File: src/rtl/maze_pkg.sv
// Shared MAZE node definitions: packet layout, requester indices and packet type.
package maze_pkg;

    localparam int PKT_W   = 23;
    localparam int TYPE_HI = 22;
    localparam int TYPE_LO = 21;
    localparam int QOS_BIT = 20;
    localparam int SRC_HI  = 19;
    localparam int SRC_LO  = 14;
    localparam int TGT_HI  = 13;
    localparam int TGT_LO  = 8;
    localparam int DATA_HI = 7;
    localparam int DATA_LO = 0;

    localparam int REQ_L = 0;
    localparam int REQ_N = 1;
    localparam int REQ_W = 2;
    localparam int REQ_S = 3;
    localparam int REQ_E = 4;

    typedef logic [PKT_W-1:0] pkt_t;

    function automatic logic pkt_qos(input pkt_t p);
        return p[QOS_BIT];
    endfunction

endpackage

File: src/rtl/node_out_arb_if.sv
// Request/output bundle of one node output port arbiter.
interface node_out_arb_if import maze_pkg::*; #(parameter int NREQ = 5) ();

    logic [NREQ-1:0]       req_vld;
    logic [NREQ*PKT_W-1:0] req_pkt;
    logic [NREQ-1:0]       req_rdy;
    logic [NREQ-1:0]       req_mask;
    logic                  out_vld;
    pkt_t                  out_pkt;
    logic                  out_rdy;
    logic [2:0]            gnt_idx;
    logic                  starve_evt;

    modport slave (
        input  req_vld, req_pkt, req_mask, out_rdy,
        output req_rdy, out_vld, out_pkt, gnt_idx, starve_evt
    );

    modport master (
        output req_vld, req_pkt, req_mask, out_rdy,
        input  req_rdy, out_vld, out_pkt, gnt_idx, starve_evt
    );

endinterface

File: src/rtl/node_out_arb_rr_pick.sv
// Round-robin picker: first set request at or after ptr, searching modulo NREQ.
module rr_pick #(
    parameter int NREQ  = 5,
    parameter int IDX_W = 3
) (
    input  logic [NREQ-1:0]  req,
    input  logic [IDX_W-1:0] ptr,
    output logic [NREQ-1:0]  gnt,
    output logic             found
);

    always_comb begin
        gnt   = '0;
        found = 1'b0;
        for (int k = 0; k < NREQ; k++) begin
            if (!found && req[(int'(ptr) + k) % NREQ]) begin
                gnt[(int'(ptr) + k) % NREQ] = 1'b1;
                found = 1'b1;
            end
        end
    end

endmodule

File: src/rtl/node_out_arb.sv
// Output-port arbiter of a MAZE node: starvation-promoted > QoS=1 > QoS=0,
// round-robin within a class, single-entry output register.
module node_out_arb import maze_pkg::*; #(
    parameter int NREQ       = 5,
    parameter int STARVE_LIM = 15,
    parameter int CNT_W      = 4
) (
    input  logic           clk,
    input  logic           rst,
    node_out_arb_if.slave  bus
);

    localparam int              IDX_W    = 3;
    localparam logic [CNT_W-1:0] LIM     = CNT_W'(STARVE_LIM);
    localparam bit              PROMO_EN = (STARVE_LIM != 0);

    logic [NREQ-1:0]  elig, qos_vec, p2_vec, p1_vec, p0_vec;
    logic [NREQ-1:0]  gnt2, gnt1, gnt0, gnt, rdy_vec;
    logic             fnd2, fnd1, fnd0, any_win, win_prom, load_en;
    logic [IDX_W-1:0] win_idx;
    pkt_t             win_pkt;

    logic             out_vld_q, out_vld_d;
    pkt_t             out_pkt_q, out_pkt_d;
    logic [IDX_W-1:0] gnt_idx_q, gnt_idx_d;
    logic [IDX_W-1:0] rr_ptr_q, rr_ptr_d;
    logic             starve_q, starve_d;
    logic [CNT_W-1:0] cnt_q [NREQ];
    logic [CNT_W-1:0] cnt_d [NREQ];

    always_comb begin
        elig    = '0;
        qos_vec = '0;
        p2_vec  = '0;
        for (int i = 0; i < NREQ; i++) begin
            elig[i]    = bus.req_vld[i] & ~bus.req_mask[i];
            qos_vec[i] = pkt_qos(bus.req_pkt[i*PKT_W +: PKT_W]);
            p2_vec[i]  = elig[i] & PROMO_EN & (cnt_q[i] == LIM);
        end
        p1_vec = elig & qos_vec;
        p0_vec = elig & ~qos_vec;
    end

    rr_pick #(.NREQ(NREQ), .IDX_W(IDX_W)) u_pick2 (.req(p2_vec), .ptr(rr_ptr_q), .gnt(gnt2), .found(fnd2));
    rr_pick #(.NREQ(NREQ), .IDX_W(IDX_W)) u_pick1 (.req(p1_vec), .ptr(rr_ptr_q), .gnt(gnt1), .found(fnd1));
    rr_pick #(.NREQ(NREQ), .IDX_W(IDX_W)) u_pick0 (.req(p0_vec), .ptr(rr_ptr_q), .gnt(gnt0), .found(fnd0));

    // The highest non-empty class wins; the pickers share one rotation pointer.
    always_comb begin
        gnt      = '0;
        win_prom = 1'b0;
        any_win  = fnd2 | fnd1 | fnd0;
        if (fnd2) begin
            gnt      = gnt2;
            win_prom = 1'b1;
        end else if (fnd1) begin
            gnt = gnt1;
        end else begin
            gnt = gnt0;
        end
        win_idx = '0;
        win_pkt = '0;
        for (int i = 0; i < NREQ; i++) begin
            if (gnt[i]) begin
                win_idx = IDX_W'(i);
                win_pkt = bus.req_pkt[i*PKT_W +: PKT_W];
            end
        end
        load_en = ~out_vld_q | bus.out_rdy;
        rdy_vec = (!rst && load_en) ? gnt : '0;
    end

    always_comb begin
        out_vld_d = out_vld_q;
        out_pkt_d = out_pkt_q;
        gnt_idx_d = gnt_idx_q;
        rr_ptr_d  = rr_ptr_q;
        starve_d  = starve_q;
        if (load_en) begin
            if (any_win) begin
                out_vld_d = 1'b1;
                out_pkt_d = win_pkt;
                gnt_idx_d = win_idx;
                rr_ptr_d  = (win_idx == IDX_W'(NREQ-1)) ? '0 : win_idx + IDX_W'(1);
                starve_d  = win_prom;
            end else begin
                out_vld_d = 1'b0;
                starve_d  = 1'b0;
            end
        end
        // Waiting counters advance even while the output is stalled.
        for (int i = 0; i < NREQ; i++) begin
            if (rdy_vec[i] || !bus.req_vld[i] || bus.req_mask[i]) begin
                cnt_d[i] = '0;
            end else if (cnt_q[i] == LIM) begin
                cnt_d[i] = cnt_q[i];
            end else begin
                cnt_d[i] = cnt_q[i] + CNT_W'(1);
            end
        end
    end

    always_ff @(posedge clk) begin
        if (rst) begin
            out_vld_q <= 1'b0;
            out_pkt_q <= '0;
            gnt_idx_q <= '0;
            rr_ptr_q  <= '0;
            starve_q  <= 1'b0;
            for (int i = 0; i < NREQ; i++) cnt_q[i] <= '0;
        end else begin
            out_vld_q <= out_vld_d;
            out_pkt_q <= out_pkt_d;
            gnt_idx_q <= gnt_idx_d;
            rr_ptr_q  <= rr_ptr_d;
            starve_q  <= starve_d;
            for (int i = 0; i < NREQ; i++) cnt_q[i] <= cnt_d[i];
        end
    end

    assign bus.req_rdy    = rdy_vec;
    assign bus.out_vld    = out_vld_q;
    assign bus.out_pkt    = out_pkt_q;
    assign bus.gnt_idx    = gnt_idx_q;
    assign bus.starve_evt = starve_q;

endmodule

File: src/flat_wrapper.sv
// flat-port wrapper written by rule: the top's interface ports become plain ports
module node_out_arb_flat import maze_pkg::*;
#(
    parameter int NREQ       = 5,
    parameter int STARVE_LIM = 15,
    parameter int CNT_W      = 4
)
  (clk, rst, bus_req_vld, bus_req_pkt, bus_req_mask, bus_out_rdy, bus_req_rdy, bus_out_vld, bus_out_pkt, bus_gnt_idx, bus_starve_evt);
  node_out_arb_if #(.NREQ(NREQ)) bus_i ();
  input  logic clk;
  input  logic rst;
  input wire logic [$bits(bus_i.req_vld)-1:0] bus_req_vld;
  input wire logic [$bits(bus_i.req_pkt)-1:0] bus_req_pkt;
  input wire logic [$bits(bus_i.req_mask)-1:0] bus_req_mask;
  input wire logic [$bits(bus_i.out_rdy)-1:0] bus_out_rdy;
  output wire logic [$bits(bus_i.req_rdy)-1:0] bus_req_rdy;
  output wire logic [$bits(bus_i.out_vld)-1:0] bus_out_vld;
  output wire logic [$bits(bus_i.out_pkt)-1:0] bus_out_pkt;
  output wire logic [$bits(bus_i.gnt_idx)-1:0] bus_gnt_idx;
  output wire logic [$bits(bus_i.starve_evt)-1:0] bus_starve_evt;
  assign bus_i.req_vld = bus_req_vld;
  assign bus_i.req_pkt = bus_req_pkt;
  assign bus_i.req_mask = bus_req_mask;
  assign bus_i.out_rdy = bus_out_rdy;
  assign bus_req_rdy = bus_i.req_rdy;
  assign bus_out_vld = bus_i.out_vld;
  assign bus_out_pkt = bus_i.out_pkt;
  assign bus_gnt_idx = bus_i.gnt_idx;
  assign bus_starve_evt = bus_i.starve_evt;
  node_out_arb #(.NREQ(NREQ), .STARVE_LIM(STARVE_LIM), .CNT_W(CNT_W)) u_core (.clk(clk), .rst(rst), .bus(bus_i));
endmodule
File: config.mk
export PLATFORM = sky130hd
export DESIGN_NAME = node_out_arb_flat
export DESIGN_NICKNAME = d
export VERILOG_FILES = /design/src/rtl/maze_pkg.sv /design/src/rtl/node_out_arb_if.sv /design/src/rtl/node_out_arb_rr_pick.sv /design/src/rtl/node_out_arb.sv /design/src/flat_wrapper.sv
export SDC_FILE = /design/constraint.sdc
export NUM_CORES = 1
export LEC_CHECK = 0
export CAP_MARGIN = 20
export CORE_MARGIN = 2
export CORE_UTILIZATION = 50
export DETAILED_ROUTE_END_ITERATION = 16
export GPL_ROUTABILITY_DRIVEN = 0
export GPL_TIMING_DRIVEN = 0
export PLACE_DENSITY = 0.87
export SLEW_MARGIN = 20
export SYNTH_ARGS = -nofsm -noshare
export SYNTH_HDL_FRONTEND = slang
export SYNTH_SLANG_ARGS = --single-unit
File: constraint.sdc
create_clock -name clk -period 9.5 [get_ports clk]
set_clock_uncertainty 0.05 [all_clocks]
set_input_delay 1.9 -clock clk [delete_from_list [all_inputs] [get_ports clk]]
set_output_delay 1.9 -clock clk [all_outputs]
set_load 0.05 [all_outputs]
[Word level (Yosys, flattened, before mapping)]
Memories as Yosys holds them, arrays and structs flattened.
Index checks and enable logic that the tools add are counted.
Operators by class
  add/subtract/negate cells: 10
  $mul: 0
  divide/modulo/power cells: 5
  order comparisons: 10
  eq/ne operators: 6
  shift-type cells: 0
  muxes and demuxes: 119
  bitwise gates (word level): 39
  reductions and logical operators: 47
Operators with widths (count)
  $ge A32 B1 Y1 const B: 5
  $lt A32 B5 Y1 const B: 5
  $mod A32 B4 Y32 const B: 4
  $mux W23: 5
  $mux W5: 18
  $mux W4: 15
  $or A5 B5 Y5: 12
  $mux W1: 57
  $bmux W1 S3: 15
  $mod A4 B4 Y32 const B: 1
  $add A4 B1 Y4 const B: 5
  $eq A4 B4 Y1 const B: 5
  $logic_and A1 B1 Y1: 18
  $logic_not A1 Y1: 18
  $demux W1 S3: 5
  $and A1 B1 Y1: 10
  $and A5 B5 Y5: 2
  $logic_or A1 B1 Y1: 10
  $add A3 B2 Y4 const B: 2
  $or A1 B1 Y1: 8
  $mux W3: 2
  $not A1 Y1: 6
  $not A5 Y5: 1
  $add A3 B1 Y4 const B: 1
  5 further kinds: 6
Word-level totals
  bits in registers: 31
  latch bits: 0
  bits in writable memories: 20
  ROM bits: 0
  bits of input ports: 128
  output and inout bits: 33
  word-level logic and storage cells: 242
  memories: 1
Memories
  u_core.cnt_q: depth 5, bits a word 4, rd ports 5, clocked after Yosys merged registers in 0, wr ports 5, RTL line node_out_arb.sv:28  | logic [CNT_W-1:0] cnt_q [NREQ];

[Logic depth before layout (Yosys ltp)]
Gate-level depths: netlist of run 1.
  word-level depth: 27
  depth in mapped cells: 33
  depth with buffers taken out: 25

[Hierarchy]
A second synthesis of run 1 with hierarchy kept.
Unflattened totals
  cells, all modules: 1537
  area, all modules: 11400.9 sq um
Modules (own cells, without submodules)
  rr_pick: instances 3, cells each 384, area an instance 2735.1 sq um, seq. area each 0.0 sq um
  node_out_arb: instances 1, cells each 385, area an instance 3195.6 sq um, seq. area each 1021.0 sq um

[Worst setup path before layout of run 1]
Ideal clock, no wire load.
  path kind: register to output
  start: reg u_core.rr_ptr_q[0]
  end: out bus_req_rdy[3]
  arrival: 6.465 ns
  required time: 7.550 ns
  path slack: 1.085 ns
  cell stages (with the launch flop): 28
  path buffers: 6
  cell sequence: dfxtp_1 -> buf_6 -> inv_1 -> clkbuf_1 -> clkbuf_1 -> ha_1 -> clkbuf_1 -> inv_1 -> ha_1 -> buf_2 -> inv_1 -> ha_1 -> nor3_1 -> nor3_1 -> nor2_1 -> inv_2 -> ha_1 -> inv_1 -> o21ai_0 -> a22oi_2 -> nand3_1 -> a21o_1 -> a21o_1 -> or3_1 -> a21oi_1 -> o41ai_1 -> nor3_1 -> clkbuf_1
On the way
  longest elaborated chain between the ends: 20
  elaborated cells on any way between the ends: 147
  classes of those cells: add/sub (4); div (5); order compare (10); mux (87); bitwise (12); reduce/logical (29)
Ends and longest elaborated chain
  start, declared: RTL line node_out_arb.sv:26  | logic [IDX_W-1:0] rr_ptr_q, rr_ptr_d;
  start signal, assigned: RTL line node_out_arb.sv:115  | rr_ptr_q <= rr_ptr_d;
  parallel branches: the longest is 18 deep, another holds $mod A32 B4 Y32
  $mux W5 *: RTL line node_out_arb.sv:53  | if (fnd2) begin
  $mux W5 *: RTL line node_out_arb.sv:70  | rdy_vec = (!rst && load_en) ? gnt : '0;
  end, declared: RTL line flat_wrapper.sv:16  | output wire logic [$bits(bus_i.req_rdy)-1:0] bus_req_rdy;
Every way passes the cells marked *. The select of a mux whose other input is x is not followed.

[Worst setup path after layout of run 1]
  start: reg u_core.rr_ptr_q[0]
  end: out bus_req_rdy[1]
Same word-level chain as after synthesis.

==> metrics.md, run 1 <==
| Metric | Value |
|---|---|
| Number of synthesized flops with an enable pin | 0 |
| Worst rel slew slack | 30.81% |
| CTS max path bufs | 2 |
| Most frequent cells after synthesis | nor2_1, nand2_1, o21ai_0 |
| Root Driver | clkbuf_16 |
| Synth Area in XOR/XNOR | 1.852% |
| Placed Cells | 1355 |
| Largest family of logic cells by synthesized area | compound AO/OA/AOI/OAI gates |
| Synth top area cells | dfxtp_1, ha_1, o21ai_0, nor2_1, nand2_1 |
| Fmax | 107.1 MHz |
| Number of vias per cell | 6.937 |
| Largest net degree at the start of global routing | 16 |
| DR iter-0 viols | 1329 |
| I/O Buffers | 160 |
| Yosys top cell by area | dfxtp_1 |
| CTS buffer count | 5 |
| Power Dens Cells | 361.0 nW/µm² |
| Crit end category | output port |
| Post-Synthesis Net Count | 1174 |
| Final hold vios | 0 |
| Final wirelength | 29060 µm |
| Fin crit share | 98.31% |
| Wire per inst | 21.23 µm |
| Routed Antenna Nets | 0 |
| Synth Area in Simple Gates | 26.87% |
| Worst setup path class | reg -> out |
| Ys async rst share | 0% |
| Clock transition at path regs | 70 ps |
| Synthesis-stage register bit count | 51 |
| Worst EP required | 7550 ps |
| Tot Pwr | 3.480 mW |
| Post-Syn Instances | 1011 |
| Sink Count | 51 |
| Global-route wire length before repair | 45290 µm |
| Mux contribution to synthesized area | 5.758% |
| Mapped Avg Cell Area | 7.351 µm² |
| Final max-slew violation count | 0 |
| Setup-failing EPs final | 0 |
| Nets | 1347 |
| Status | finished, final reports clean |
| Share of the synthesized area in the top cell type | 13.74% |
| Gr ovfl total | 0 |
| Die ar. | 15860 µm² |
| WHS Path Cells | 1 |
| Crit path max fanout | 13 |
| Initial antenna violation count | 0 |
| Compound-Gate Fraction of Synth Area | 39.14% |
| Vias post-DR | 9497 |
| Maxcap violations | 0 |
| Worst Setup Start Kind | flop |
| Synth Cell Area | 7432 µm² |
| DRT Pass-1 Iters | 9 |
| Adder-Cell Fraction of Synth Area | 5.892% |
| CP max-delay cell | a2111oi_0 |
| Sequential-to-total area share from yosys stat | 13.74% |
| TritonCTS clock tree | yes |
| Fin cells | 1369 |
| Synth-to-Final Area Change | 29.73% |
| Top-Level Pins | 161 |
| Worst IR Drop VDD | 339.9 µV |
| Total track usage | 34.76% |
| Starting Density | 51.14% |
| Post-DP HPWL | 22080 µm |
| Reg2reg path depth | 29 |
| # DRC | 0 |
| Cell Rows | 44 |
| Chip width | 125.9 µm |
| Top_reg_cell synth | dfxtp_1 |
| Most frequent cell after synthesis | nor2_1 |
| WHS | 444.3 ps |
| Antenna cell count | 0 |
| Static leakage | 3.732 nW |
| Vias in the first global route | 8828 |
| Die H | 125.9 µm |
| # hold bufs at CTS | 0 |
| Clk_lat worst skew | 300 ps |
| H-Tree Level Count | 2 |
| Core area | 14530 µm² |
| Tightest Pin Transition | 1036 ps |
| CP peak stage delay | 540 ps |
| Yosys warns | 0 |
| Layout cells sized above 1 | 11.56% |
| Distinct cells, synth | 98 |
| Arr. time, crit path | 7390 ps |
| Final min period | 9339 ps |
| Hold Crit Class | reg -> reg |
worst paths after layout:
kind	from	endpoint	slack, ps
max	u_core.rr_ptr_q[0]	bus_req_rdy[1]	160
min	u_core.cnt_q[0][15]	u_core.cnt_q[0][15]	440
max reg2reg	u_core.rr_ptr_q[0]	u_core.bus.out_pkt[14]	1780
min reg2reg	u_core.cnt_q[0][15]	u_core.cnt_q[0][15]	440
sequential cells by signal (all words and copies together) (netlist names):
name                   flops
u_core.bus.out_pkt        23
u_core.cnt_q              20
u_core.bus.gnt_idx         3
u_core.rr_ptr_q            3
u_core.bus.out_vld         1
u_core.bus.starve_evt      1
report_power, final:
group | internal [mW] | switching [mW] | leakage (nW)
combinational | 1.13 | 1.82 | 3.23
clock | 0.131 | 0.0845 | 0.0868
sequential | 0.277 | 0.0418 | 0.419
timing repair:
| item | 4_1_cts | 5_1_grt |
|---|---|---|
| pin swaps | 5 | 1 |
| setup buffers | 7 | 0 |
| cloned | 0 | 0 |
| resized for setup | 26 | 36 |
| endpoints found under the setup margin | 5 | 5 |
kinds of logic after synthesis:
family                     after synthesis
and+or+nand+nor                        382
muxes                                   39
buffers and inverters                  113
AOI/OAI and AO/OA                      377
adders and majority gates               35
xor gates and xnor gates                14
DFF                                     51
routing by layer:
layer | wire (µm) | track usage (%) | vias to the layer above
met5 | 0 | 0 | -
met4 | 1492 | 14.61 | 0
met3 | 3646 | 9.091 | 161
met2 | 12890 | 54.62 | 738
met1 | 11040 | 45.17 | 4354
li1 | - | - | 4244
cell usage in the layout (no fill, tap or decap), types with 20 or more instances in the layout:
cell,count
clkdlybuf4s50_1,155
nor2_1,86
nand2_1,76
o21ai_0,70
dfxtp_1,51
inv_1,49
a21oi_1,41
ha_1,34
nor2b_1,32
clkbuf_1,30
nand3_1,30
a221oi_1,29
mux2i_1,27
nor3_1,27
a22oi_1,27
o211a_1,26
nand2b_1,23
o211ai_2,20
final cells by class:
| cell class | instances | area (µm²) |
|---|---|---|
| clock buffers | 6 | 138.9 |
| fillers | 1202 | 4892 |
| well taps | 184 | 230.2 |
| plain buffers | 58 | 310.3 |
| multi-input cells | 847 | 6062 |
| clock inverters | 2 | 35.03 |
| inverters | 54 | 202.7 |
| flip-flops and latches | 51 | 1021 |
| repair buffers | 167 | 1642 |
critical path, delay by kind of cell, from the launching register on:
family | cells | cell delay [ps]
AOI/OAI and AO/OA | 5 | 1460
adders and majority gates | 4 | 1100
buffers and inverters | 11 | 2400
DFF | 1 | 440
and+or+nand+nor | 7 | 1680
metrics by stage:
step | util (%) | setup WS, ps | instance area (µm²) | setup TNS (ps)
after detailed placement | 63.77 | -1460 | 9269 | -5087
after CTS | 65.70 | 99.66 | 9549 | 0
after global placement | 63.74 | -1663 | 9264 | -5523
after floorplan | - | 1085 | 7432 | 0
final | 66.34 | 160.7 | 9642 | 0
after global routing | 66.34 | -15.34 | 9642 | -18.87
Note: power is estimated with default switching activity, not from simulation.
==> run 2, diff against run 1 <==
--- a/config.mk
+++ b/config.mk
@@ -6,7 +6,6 @@
 export NUM_CORES = 1
 export LEC_CHECK = 0
 export CAP_MARGIN = 20
-export CORE_MARGIN = 2
 export CORE_UTILIZATION = 50
 export DETAILED_ROUTE_END_ITERATION = 16
 export GPL_ROUTABILITY_DRIVEN = 0
==> run 2 against run 1 <==
  * Non-clock buffer count is 5 higher
  * Clock power down 2%
  * Setup slack gained 30 ps
  * Clock-buffer cell count is the same
  * Total power up 1.9%
  * Core utilization rose by 0.38 points
  * Sequential cell count is the same
  * Critical path type unchanged
  * Largest cell class unchanged
  * Highest routed layer unchanged
==> metrics.md, run 2 (same netlist as run 1, synthesis figures left out) <==
| Metric | Value |
|---|---|
| Wire per inst | 21.55 µm (+1.5%) |
| Crit end category | output port |
| # DRC | 0 (unchanged) |
| Share of power burned in combinational logic | 85.1% (+0.4 points) |
| Hold Crit Class | reg -> reg |
| Number of vias per cell | 7.017 (+1.2%) |
| Fin crit share | 98.00% (-0.31 points) |
| Nets | 1352 (+0.37%) |
| Clock transition at path regs | 70 ps (about the same) |
| Worst rel slew slack | 26.18% (-4.6 points) |
| Worst r2r dst | u_core.bus.out_pkt[15] |
| Final hold vios | 0 (unchanged) |
| Starting Density | 51.14% (unchanged) |
| Final min period | 9310 ps (-29.64 ps) |
| TritonCTS clock tree | yes |
| Final wirelength | 29590 µm (+1.8%) |
| Sink Count | 51 (unchanged) |
| Gr ovfl total | 0 (unchanged) |
| WHS | 446.3 ps (+2.084 ps) |
| Worst EP required | 7550 ps (about the same) |
| Arr. time, crit path | 7360 ps (-30 ps) |
| Cell Rows | 44 (unchanged) |
| Flop pwr share | 8.9% (-0.3 points) |
| Reg2reg start | u_core.rr_ptr_q[0] |
| Clk pwr share | 5.9% (-0.3 points) |
| CP peak stage delay | 640 ps (+100 ps) |
| Post-DP HPWL | 22120 µm (+0.18%) |
| Worst IR Drop VDD | 268.6 µV (-21%) |
| Number of flip-flops in the largest register | 23 (unchanged) |
| Initial antenna violation count | 1 (+1) |
| Final max-slew violation count | 0 (unchanged) |
| I/O Buffers | 160 (unchanged) |
| Routed Antenna Nets | 0 (unchanged) |
| Layout cells sized above 1 | 11.86% (+0.30 points) |
| Status | finished, final reports clean |
| Crit path launch | u_core.rr_ptr_q[0] |
| Power Dens Cells | 365.7 nW/µm² (+1.3%) |
| WL met1 | 11190 µm (+1.4%) |
| Cell Area, Placed | 9264 µm² (about the same) |
| CTS max path bufs | 2 (unchanged) |
| Antenna cell count | 0 (unchanged) |
| Root Driver | clkbuf_16 |
| Tot Pwr | 3.546 mW (+1.9%) |
| Largest net degree at the start of global routing | 15 (-1) |
| Worst setup path class | reg -> out |
| Clk_lat worst skew | 310 ps (about the same) |
| Worst Setup Start Kind | flop |
| Final instance area | 9697 µm² (+0.57%) |
| Commonest non-fill, non-tap cell in the layout | clkdlybuf4s50_1 |
| Synth-to-Final Area Change | 30.47% |
| Vias in the first global route | 8493 (-3.8%) |
| H-Tree Level Count | 2 (unchanged) |
| Hold EP | u_core.bus.out_pkt[15] |
| DRT Pass-1 Iters | 8 (-1) |
| Tightest Pin Transition | 1105 ps (+69.32 ps) |
| Top sig layer | met4 |
| Setup_tns | 0 ps (unchanged) |
| Core area | 14530 µm² (unchanged) |
| Top-Level Pins | 161 (unchanged) |
| Die H | 123.9 µm (-1.6%) |
| Switching pwr | 1.992 mW (+2.6%) |
| Setup-failing EPs final | 0 (unchanged) |
| # fillers | 1195 (-0.58%) |
| Routed wl met2 | 12880 µm (about the same) |
| Crit path max fanout | 13 (unchanged) |
| Vias post-DR | 9635 (+1.5%) |
| Fin cells | 1373 (+0.29%) |
| Post-layout util | 66.72% (+0.38 points) |
| CP max-delay cell | nor3_1 |
| Fmax | 107.4 MHz (+0.32%) |
| # hold bufs at CTS | 0 (unchanged) |
| WHS Path Cells | 2 (+1) |
| Reg2reg setup slack | 1890 ps (+110 ps) |
| Total track usage | 36.98% (+2.2 points) |
| HP Start | u_core.bus.out_pkt[15] |
| Global-route wire length before repair | 44020 µm (-2.8%) |
| CTS buffer count | 5 (unchanged) |
| Most used cell along the critical path | nor2_1 |
| Most frequent cells in the layout | clkdlybuf4s50_1, nor2_1, nand2_1 |
| Die ar. | 15360 µm² (-3.2%) |
| Dpl ws | -1767 ps (-307.0 ps) |
| Placed Cells | 1355 (unchanged) |
| Chip width | 123.9 µm (-1.6%) |
| Maxcap violations | 0 (unchanged) |
| Total length of routed met3 wires | 4061 µm (+11%) |
| Sw Ratio | 56.19% (+0.39 points) |
| Static leakage | 3.739 nW (+0.19%) |
| Worst Slack Setup Final | 190.3 ps (+29.64 ps) |
| DR iter-0 viols | 1640 (+23%) |
| Pint | 1.553 mW (+0.99%) |
| Reg2reg path depth | 28 (-3.4%) |
==> run 2: how the worst max path moves through the flow <==
stage / endpoint / slack (ps) / depth (start not counted)
3_5_place_dp: bus_req_rdy[3] / -1770 / 27
5_1_grt: bus_req_rdy[1] / -30 / 27
4_1_cts: bus_req_rdy[1] / 20 / 28
3_3_place_gp: bus_req_rdy[3] / -1670 / 27
2_1_floorplan: bus_req_rdy[3] / 1090 / 27
6_report: bus_req_rdy[0] / 190 / 27
==> run 2: cell type report <==
cell class	count	area, µm²	share of cell area [%]
Buffer	58	312.8	3.226
Multi-Input combinational cell	847	6078	62.68
Clock buffer	6	128.9	1.329
Inverter	54	202.7	2.090
Tap cell	184	230.2	2.374
Clock inverter	1	30.03	0.3097
Sequential cell	51	1022	10.54
Timing Repair Buffer	172	1692	17.45
==> run 2: layer usage <==
layer / vias to the layer above / GRT usage [%]
li1: 4260 / -
met1: 4391 / 47.74
met2: 804 / 56.08
met3: 180 / 11.45
met4: 0 / 16.29
met5: - / 2.083
==> run 2: worst max-delay path, delay by kind of cell (launching register included) <==
kind | cells | cell delay [ps]
and+or+nand+nor | 9 | 2320
buffers and inverters | 10 | 2160
adders and majority gates | 4 | 1140
AOI/OAI and AO/OA | 3 | 730
DFF | 1 | 420
muxes | 1 | 270
==> run 2: timing repair <==
item,CTS,global route
endpoints found under the setup margin,5,5
gates cloned,0,0
resized for setup,32,29
pin swaps,4,4
buffers inserted,6,6
==> run 2: power by group through the flow <==
stage                     clock network [mW]  registers, mW  logic, mW
after floorplan                            0          0.455       1.88
after global placement                     0          0.318       2.69
after detailed placement                   0          0.318       2.73
after CTS                              0.211          0.315       2.82
after global routing                   0.219          0.322       3.17
final                                  0.211          0.317       3.02
